## config.mk

```make
export PLATFORM = sky130hd
export DESIGN_NAME = sll_pipe
export DESIGN_NICKNAME = d
export VERILOG_FILES = /design/src/rtl/sll_pipe_pkg.sv /design/src/rtl/sll_stage.sv /design/src/rtl/sll_pipe.sv
export SDC_FILE = /design/constraint.sdc
export NUM_CORES = 1
export LEC_CHECK = 0
export ABC_AREA = 1
export CAP_MARGIN = 5
export CELL_PAD_IN_SITES_DETAIL_PLACEMENT = 0
export CELL_PAD_IN_SITES_GLOBAL_PLACEMENT = 1
export CORE_MARGIN = 4
export CORE_UTILIZATION = 38
export DETAILED_ROUTE_END_ITERATION = 8
export PLACE_DENSITY = 0.81
export SYNTH_ARGS = -nofsm -noshare
export SYNTH_HDL_FRONTEND = slang
export SYNTH_SLANG_ARGS = --single-unit
```

## constraint.sdc

```tcl
create_clock -name clk -period 1.4 [get_ports clk]
set_input_delay 0.28 -clock clk [delete_from_list [all_inputs] [get_ports clk]]
set_output_delay 0.28 -clock clk [all_outputs]
set_load 0.005 [all_outputs]
```

## src/rtl/sll_pipe_pkg.sv

```systemverilog
// Shared ALU constants and helpers for the pipelined left shifter.
package sll_pipe_pkg;

    localparam int XLEN    = 32;
    localparam int SHAMT_W = 5;
    localparam int STAGES  = SHAMT_W;

    // Any set bit above the 5-bit shift field pushes every data bit out.
    function automatic logic is_oversize(input logic [XLEN-1:0] amt);
        return |amt[XLEN-1:SHAMT_W];
    endfunction

endpackage

```

## src/rtl/sll_stage.sv

```systemverilog
// One shifter stage: conditional shift by SHIFT, plus valid/tag/residual-amount
// registers that load on advance and hold otherwise.
module sll_stage
    import sll_pipe_pkg::*;
#(
    parameter int SHIFT   = 1,
    parameter int TAG_W   = 4,
    parameter bit ZERO_EN = 1'b0
) (
    input  logic               clk,
    input  logic               rst_n,
    input  logic               flush_i,
    input  logic               adv_i,
    input  logic               vld_i,
    input  logic [XLEN-1:0]    data_i,
    input  logic [SHAMT_W-1:0] amt_i,
    input  logic               zero_i,
    input  logic [TAG_W-1:0]   tag_i,
    output logic               vld_o,
    output logic [XLEN-1:0]    data_o,
    output logic [SHAMT_W-1:0] amt_o,
    output logic               zero_o,
    output logic [TAG_W-1:0]   tag_o
);

    logic               vld_q;
    logic [XLEN-1:0]    data_q, data_d;
    logic [SHAMT_W-1:0] amt_q, amt_d;
    logic               zero_q;
    logic [TAG_W-1:0]   tag_q;

    // Bit 0 of the residual amount selects this stage's shift; the rest moves on.
    always_comb begin
        data_d = amt_i[0] ? (data_i << SHIFT) : data_i;
        if (ZERO_EN && zero_i) data_d = '0;
        amt_d = amt_i >> 1;
    end

    // Valid follows the advance/flush rules; payload only loads for a real op.
    always_ff @(posedge clk or negedge rst_n) begin
        if (!rst_n) begin
            vld_q  <= 1'b0;
            data_q <= '0;
            amt_q  <= '0;
            zero_q <= 1'b0;
            tag_q  <= '0;
        end else begin
            if (flush_i)    vld_q <= 1'b0;
            else if (adv_i) vld_q <= vld_i;
            if (adv_i && vld_i) begin
                data_q <= data_d;
                amt_q  <= amt_d;
                zero_q <= zero_i;
                tag_q  <= tag_i;
            end
        end
    end

    assign vld_o  = vld_q;
    assign data_o = data_q;
    assign amt_o  = amt_q;
    assign zero_o = zero_q;
    assign tag_o  = tag_q;

endmodule

```

## src/rtl/sll_pipe.sv

```systemverilog
// Five-stage pipelined 32-bit logical left shifter with valid/ready, flush and tag.
module sll_pipe
    import sll_pipe_pkg::*;
#(
    parameter int WIDTH = XLEN,
    parameter int TAG_W = 4
) (
    input  logic             clk,
    input  logic             rst_n,
    input  logic             flush,
    input  logic             in_valid,
    output logic             in_ready,
    input  logic [WIDTH-1:0] in_a,
    input  logic [WIDTH-1:0] in_b,
    input  logic [TAG_W-1:0] in_tag,
    output logic             out_valid,
    input  logic             out_ready,
    output logic [WIDTH-1:0] out_c,
    output logic [TAG_W-1:0] out_tag
);

    logic [STAGES-1:0]              vld_q;
    logic [STAGES-1:0]              zero_q;
    logic [STAGES-1:0]              adv;
    logic [STAGES-1:0][WIDTH-1:0]   data_q;
    logic [STAGES-1:0][SHAMT_W-1:0] amt_q;
    logic [STAGES-1:0][TAG_W-1:0]   tag_q;

    for (genvar k = 0; k < STAGES; k++) begin : g_stage
        logic               vld_in;
        logic               zero_in;
        logic [WIDTH-1:0]   data_in;
        logic [SHAMT_W-1:0] amt_in;
        logic [TAG_W-1:0]   tag_in;

        // A stage advances when it or any stage downstream of it has a hole,
        // or the consumer takes the result: the ready chain flattened so it
        // only depends on registered valids and out_ready.
        assign adv[k] = out_ready | ~(&vld_q[STAGES-1:k]);

        if (k == 0) begin : g_head
            assign vld_in  = in_valid;
            assign data_in = in_a;
            assign amt_in  = in_b[SHAMT_W-1:0];
            assign zero_in = is_oversize(in_b);
            assign tag_in  = in_tag;
        end else begin : g_body
            assign vld_in  = vld_q[k-1];
            assign data_in = data_q[k-1];
            assign amt_in  = amt_q[k-1];
            assign zero_in = zero_q[k-1];
            assign tag_in  = tag_q[k-1];
        end

        sll_stage #(
            .SHIFT  (1 << k),
            .TAG_W  (TAG_W),
            .ZERO_EN(k == STAGES - 1)
        ) u_stage (
            .clk    (clk),
            .rst_n  (rst_n),
            .flush_i(flush),
            .adv_i  (adv[k]),
            .vld_i  (vld_in),
            .data_i (data_in),
            .amt_i  (amt_in),
            .zero_i (zero_in),
            .tag_i  (tag_in),
            .vld_o  (vld_q[k]),
            .data_o (data_q[k]),
            .amt_o  (amt_q[k]),
            .zero_o (zero_q[k]),
            .tag_o  (tag_q[k])
        );
    end

    // The last stage's residual amount and zero flag have already been consumed.
    logic unused_tail;
    assign unused_tail = ^{amt_q[STAGES-1], zero_q[STAGES-1]};

    assign in_ready  = adv[0] & ~flush;
    assign out_valid = vld_q[STAGES-1];
    assign out_c     = data_q[STAGES-1];
    assign out_tag   = tag_q[STAGES-1];

endmodule

```

## Yosys cells after proc, flatten, opt, wreduce, memory -nomap -nowiden

Cells that the tools add are included.

| storage, ports and cells | value |
|---|---|
| word-level logic and storage cells | 66 |
| output and inout bits | 38 |
| bits of input ports | 73 |
| bits in registers | 199 |

| cells by class | value |
|---|---|
| mux-type cells | 16 |
| reductions and logical operators | 15 |
| bitwise logic cells | 12 |

Operator list:

| cell | count |
|---|---|
| $mux W32 | 6 |
| $reduce_or A27 Y1 | 1 |
| $mux W1 | 10 |
| $reduce_bool A2 Y1 | 5 |
| $not A1 Y1 | 6 |
| $logic_and A1 B1 Y1 | 5 |
| $or A1 B1 Y1 | 5 |
| $reduce_and A5 Y1 | 1 |
| $reduce_and A4 Y1 | 1 |
| $reduce_and A3 Y1 | 1 |
| $reduce_and A2 Y1 | 1 |
| $and A1 B1 Y1 | 1 |

## Depth between registers and ports, before layout

| depth | value |
|---|---|
| depth in word-level cells | 5 |
| depth in mapped cells | 9 |
| depth with buffers taken out | 8 |

## By module

A second synthesis with hierarchy kept.

| unflattened totals | value |
|---|---|
| cell total of the unflattened synthesis | 1376 |
| area total of the unflattened synthesis | 10143.5 um^2 |

By module, submodules not included:

| module | times used | area each (um^2) | cells each |
|---|---|---|---|
| sll_stage at g_stage[2].u_stage | 1 | 2064.5 | 271 |
| sll_stage at g_stage[3].u_stage | 1 | 2016.9 | 259 |
| sll_stage at g_stage[0].u_stage | 1 | 1978.1 | 280 |
| sll_stage at g_stage[1].u_stage | 1 | 1973.1 | 277 |
| sll_stage at g_stage[4].u_stage | 1 | 1880.6 | 233 |
| sll_pipe | 1 | 230.2 | 56 |

## Worst setup path before layout

OpenSTA, ideal clock, no wires.

| timing path | value |
|---|---|
| path kind | register to register |
| start point | register g_stage[4].u_stage.vld_q |
| end point | register g_stage[4].u_stage.data_q[17] |
| data required time | 1.324 ns |
| cell stages (with the launch flop) | 7 |
| library setup time | 0.076 ns |
| arrival | 1.266 ns |
| slack | 0.057 ns |
| buffers on the path | 2 |
| cell sequence | dfrtp_1 -> a21oi_2 -> inv_2 -> or2_1 -> clkbuf_1 -> buf_6 -> o21ai_1 |

| between the ends | value |
|---|---|
| word-level cells in the longest chain between the ends | 3 |

Ends and longest elaborated chain:

| what | line | RTL |
|---|---|---|
| from (decl) | sll_stage.sv:26 | `logic vld_q;` |
| from (signal assigned) | sll_stage.sv:49 | `else if (adv_i) vld_q <= vld_i;` |
| $not A1 Y1 | sll_pipe.sv:39 | `assign adv[k] = out_ready \| ~(&vld_q[STAGES-1:k]);` |
| $or A1 B1 Y1 | sll_pipe.sv:39 |  |
| $logic_and A1 B1 Y1 | sll_stage.sv:50 | `if (adv_i && vld_i) begin` |
| to (signal assigned) | sll_stage.sv:51 | `data_q <= data_d;` |
| to (decl) | sll_stage.sv:27 | `logic [XLEN-1:0] data_q, data_d;` |

No other way between the ends.
A chain may end at the register's enable or synchronous reset.

## Final worst setup path

| timing path | value |
|---|---|
| start point | register g_stage[3].u_stage.vld_q |
| end point | output in_ready |

| between the ends | value |
|---|---|
| word-level cells in the longest chain between the ends | 4 |

Ends and longest elaborated chain:

| what | line | RTL |
|---|---|---|
| from (decl) | sll_stage.sv:26 |  |
| from (signal assigned) | sll_stage.sv:49 |  |
| $reduce_and A5 Y1 | sll_pipe.sv:39 |  |
| $not A1 Y1 | sll_pipe.sv:39 |  |
| $or A1 B1 Y1 | sll_pipe.sv:39 |  |
| $and A1 B1 Y1 | sll_pipe.sv:81 | `assign in_ready = adv[0] & ~flush;` |
| to (decl) | sll_pipe.sv:12 | `output logic in_ready,` |

No other way between the ends.

==> flow_metrics.py <==
metrics = {
    "run_status": {
        "status": "finished with violations",
        "violations": "negative setup slack",
    },
    "finish": {
        "final_cell_mix": "nand2_1, dfrtp_1, o21ai_0",
        "final_nets": 1335,
        "drive_above_1_share_pct": 12.4,
        "layout_commonest_cell": "nand2_1",
        "layoutNonFillerInstCount": 1588,
        "final_util_pct": 53.0,
        "regArea_um2": 4980,
        "diodes": 0,
        "syn_to_final_growth_pct": 35.1,
        "final_area_um2": 12100,
        "final.fill_count": 2156,
        "multi_input_area_um2": 3510,
    },
    "routing": {
        "antenna_left": 0,
        "firstDrtPassIters": 5,
        "drc": 0,
        "drtIter0Drc": 474,
        "wire_per_inst_um": 13.7,
        "viasPerCell": 4.67,
        "routed_wirelength_um": 21800,
        "vias": 7418,
    },
    "critical_path": {
        "timing.rr.start": "g_stage[3].u_stage.vld_o",
        "cp.arrival_ns": 1.32,
        "reg2regPathDepth": 9,
        "crit_end": "in_ready",
        "crit_fanout": 2,
        "end_kind": "output pin",
        "crit_start": "g_stage[3].u_stage.vld_o",
        "crit_type": "register to output pin",
        "rrSetupSlack_ns": -0.14,
        "worstSetupStartpointType": "register",
        "crit_required_ns": 1.12,
        "timing.rr.end": "g_stage[2].u_stage.data_o[4]",
    },
    "yosys": {
        "synth-edff-count": 0,
        "synthFlopType": "dfrtp_1",
        "synthMuxAreaShare_pct": 3.34,
        "synth_fp_nets": 1175,
        "synth-xor-area-share_pct": 0,
        "yosysWarnings": 0,
        "syn_avg_cell_area_um2": 8.15,
        "synth_seq_cells": 199,
        "ys_types": 25,
        "synth_compound_area_share_pct": 11.1,
        "synth-simple-area-share_pct": 23.2,
        "synth_top_family_by_area": "simple AND/OR/NAND/NOR gates",
        "syn-cell-area_um2": 8980,
        "async_reset_ff_share_pct": 100,
        "seq_area_frac_synth_pct": 55.4,
        "synthAdderAreaFrac_pct": 0,
        "syn_inst": 1102,
    },
    "timing": {
        "period_share_pct": 114,
        "timing.hold.ws_ns": 0.376,
        "finClkSkew_ns": 0.0121,
        "tightest_slew_ns": 0.431,
        "post-route-min-period_ns": 1.60,
        "maxSlewHeadroom_pct": 71.3,
        "fmax_ghz": 0.625,
        "drv_slew": 0,
        "rsz0062_at_grt": "yes",
        "finalWorstSetupSlack_ns": -0.200,
        "setup_viol": 135,
        "finalSetupTns_ns": -7.46,
        "hold_violations": 0,
    },
    "floorplanning": {
        "ios": 111,
        "start_util_pct": 39.2,
        "die_y_um": 162,
        "fp.dieW_um": 162,
        "fp-row-count": 55,
        "fp.coreArea_um2": 22900,
        "dieArea_um2": 26200,
    },
    "grt": {
        "grt_overflow": 0,
        "grt_pass1_vias": 6776,
        "grt_use_total_pct": 15.5,
        "grt_pass1_wl_um": 33600,
        "antenna_found_initial": 0,
        "grt_max_degree": 43,
    },
    "power_and_ir_drop": {
        "power_density_nw_per_um2": 1340,
        "p_int_mw": 11.5,
        "p_leak_nw": 6.04,
        "switching_share_pct": 29.4,
        "comb_power_share_pct": 21.9,
        "finalPower_mw": 16.3,
        "vdd_drop_max_uv": 669,
        "power.share.sequential_pct": 46.5,
        "p_clk_share_pct": 31.6,
        "power.switching_mw": 4.80,
    },
    "clock_tree": {
        "worstSkewPairLatency_ns": 0.44,
        "clk_pin_slew_worst_paths_ns": 0.07,
        "cts_buffers": 17,
        "htreeDepth": 4,
        "cts_tree": "yes",
        "cts_sinks": 199,
        "cts-root-buf": "clkbuf_16",
        "clockBufferDepth": 2,
    },
    "place": {
        "post-place-cells": 1509,
        "port_buffers": 110,
        "gp_congestion": 0.823,
        "pre_cts_ws_ns": -0.596,
        "place_area_um2": 10800,
        "dp_hpwl_um": 14500,
    },
    "run": {
        "drv_cap": 0,
    },
    "hold_path": {
        "hp-class": "primary input to asynchronous set/reset pin",
    },
}
-- worst min-delay path by stage --
stage | startpoint | to | slack, ns | depth (start not counted)
finish | rst_n | g_stage[4].u_stage.data_o[12] | 0.38 | 2
global placement | rst_n | g_stage[4].u_stage.data_o[12] | 0.25 | 1
detailed placement | rst_n | g_stage[4].u_stage.data_o[12] | 0.25 | 1
global route | in_b[4] | g_stage[0].u_stage.amt_o[3] | 0.38 | 3
floorplan | rst_n | g_stage[0].u_stage.amt_o[0] | -0.02 | 0
CTS | in_b[4] | g_stage[0].u_stage.amt_o[3] | 0.36 | 3
-- synthesized netlist by cell type, drive strengths merged (7+ instances only) --
| cell | count | share of area (%) |
|---|---|---|
| o211ai | 12 | 1.0 |
| buf | 28 | 1.7 |
| inv | 89 | 3.7 |
| o21ai | 153 | 8.5 |
| nor2 | 35 | 1.6 |
| clkbuf | 37 | 1.5 |
| mux2i | 30 | 3.3 |
| dfrtp | 199 | 55 |
| a21oi | 7 | 0.43 |
| nand3 | 38 | 2.2 |
| nand2 | 452 | 19 |
| a31oi | 16 | 1.1 |
-- sequential cells by signal, summed over array words and instances, names as in the netlist --
| signal | cells |
|---|---|
| g_stage.u_stage.vld_o | 5 |
| g_stage.u_stage.amt_o | 10 |
| g_stage.u_stage.data_o | 160 |
| g_stage.u_stage.zero_o | 4 |
| g_stage.u_stage.tag_o | 20 |
-- power groups by stage --
stage | logic [mW] | clock network, mW | registers [mW]
2_1_floorplan | 1.82 | 0 | 7.50
3_3_place_gp | 3.29 | 0 | 7.67
3_5_place_dp | 3.35 | 0 | 7.71
4_1_cts | 3.31 | 5.24 | 7.58
5_1_grt | 4.05 | 5.50 | 7.75
6_report | 3.57 | 5.15 | 7.59
-- cells by family (layout without fill, tap and decap cells) --
logic type,count (synthesis),in the layout
compound gates,188,188
buf+inv,154,326
flops,199,199
mux,30,30
simple gates,531,532
-- area by class of cell --
| class | count | area share, % |
|---|---|---|
| clock inverter | 14 | 1.54 |
| tap | 313 | 3.23 |
| inverter | 89 | 2.75 |
| multi-input combinational | 750 | 28.9 |
| sequential | 199 | 41.0 |
| timing repair buffer | 205 | 18.9 |
| clock buffer | 18 | 3.62 |
-- per-layer routing --
metal | track usage, % | part of all wire, % | up-vias
met2 | 23.5 | 47 | 183
met5 | 0 | 0 | -
met4 | 5.92 | 2.8 | 0
met3 | 2.99 | 4.5 | 44
met1 | 22.2 | 46 | 3362
li1 | - | - | 3829
-- worst max-delay path: stages, from the launching register on --
cell and delay (ns):
dfrtp_1 0.36, nand3_2 0.11, inv_2 0.10, nand2_4 0.06, nor2_4 0.09, nor2_2 0.04, buf_2 0.13
-- repair_timing --
action                                  4_1_cts  5_1_grt
pin swaps                                     3       11
hold buffers                                  1        0
cloned                                        0       21
hold endpoints to repair                     34        0
resized for setup                            45       64
buffers inserted                             13       14
endpoints found under the setup margin       44      163
No activity file was read; power rests on OpenSTA's default activity.
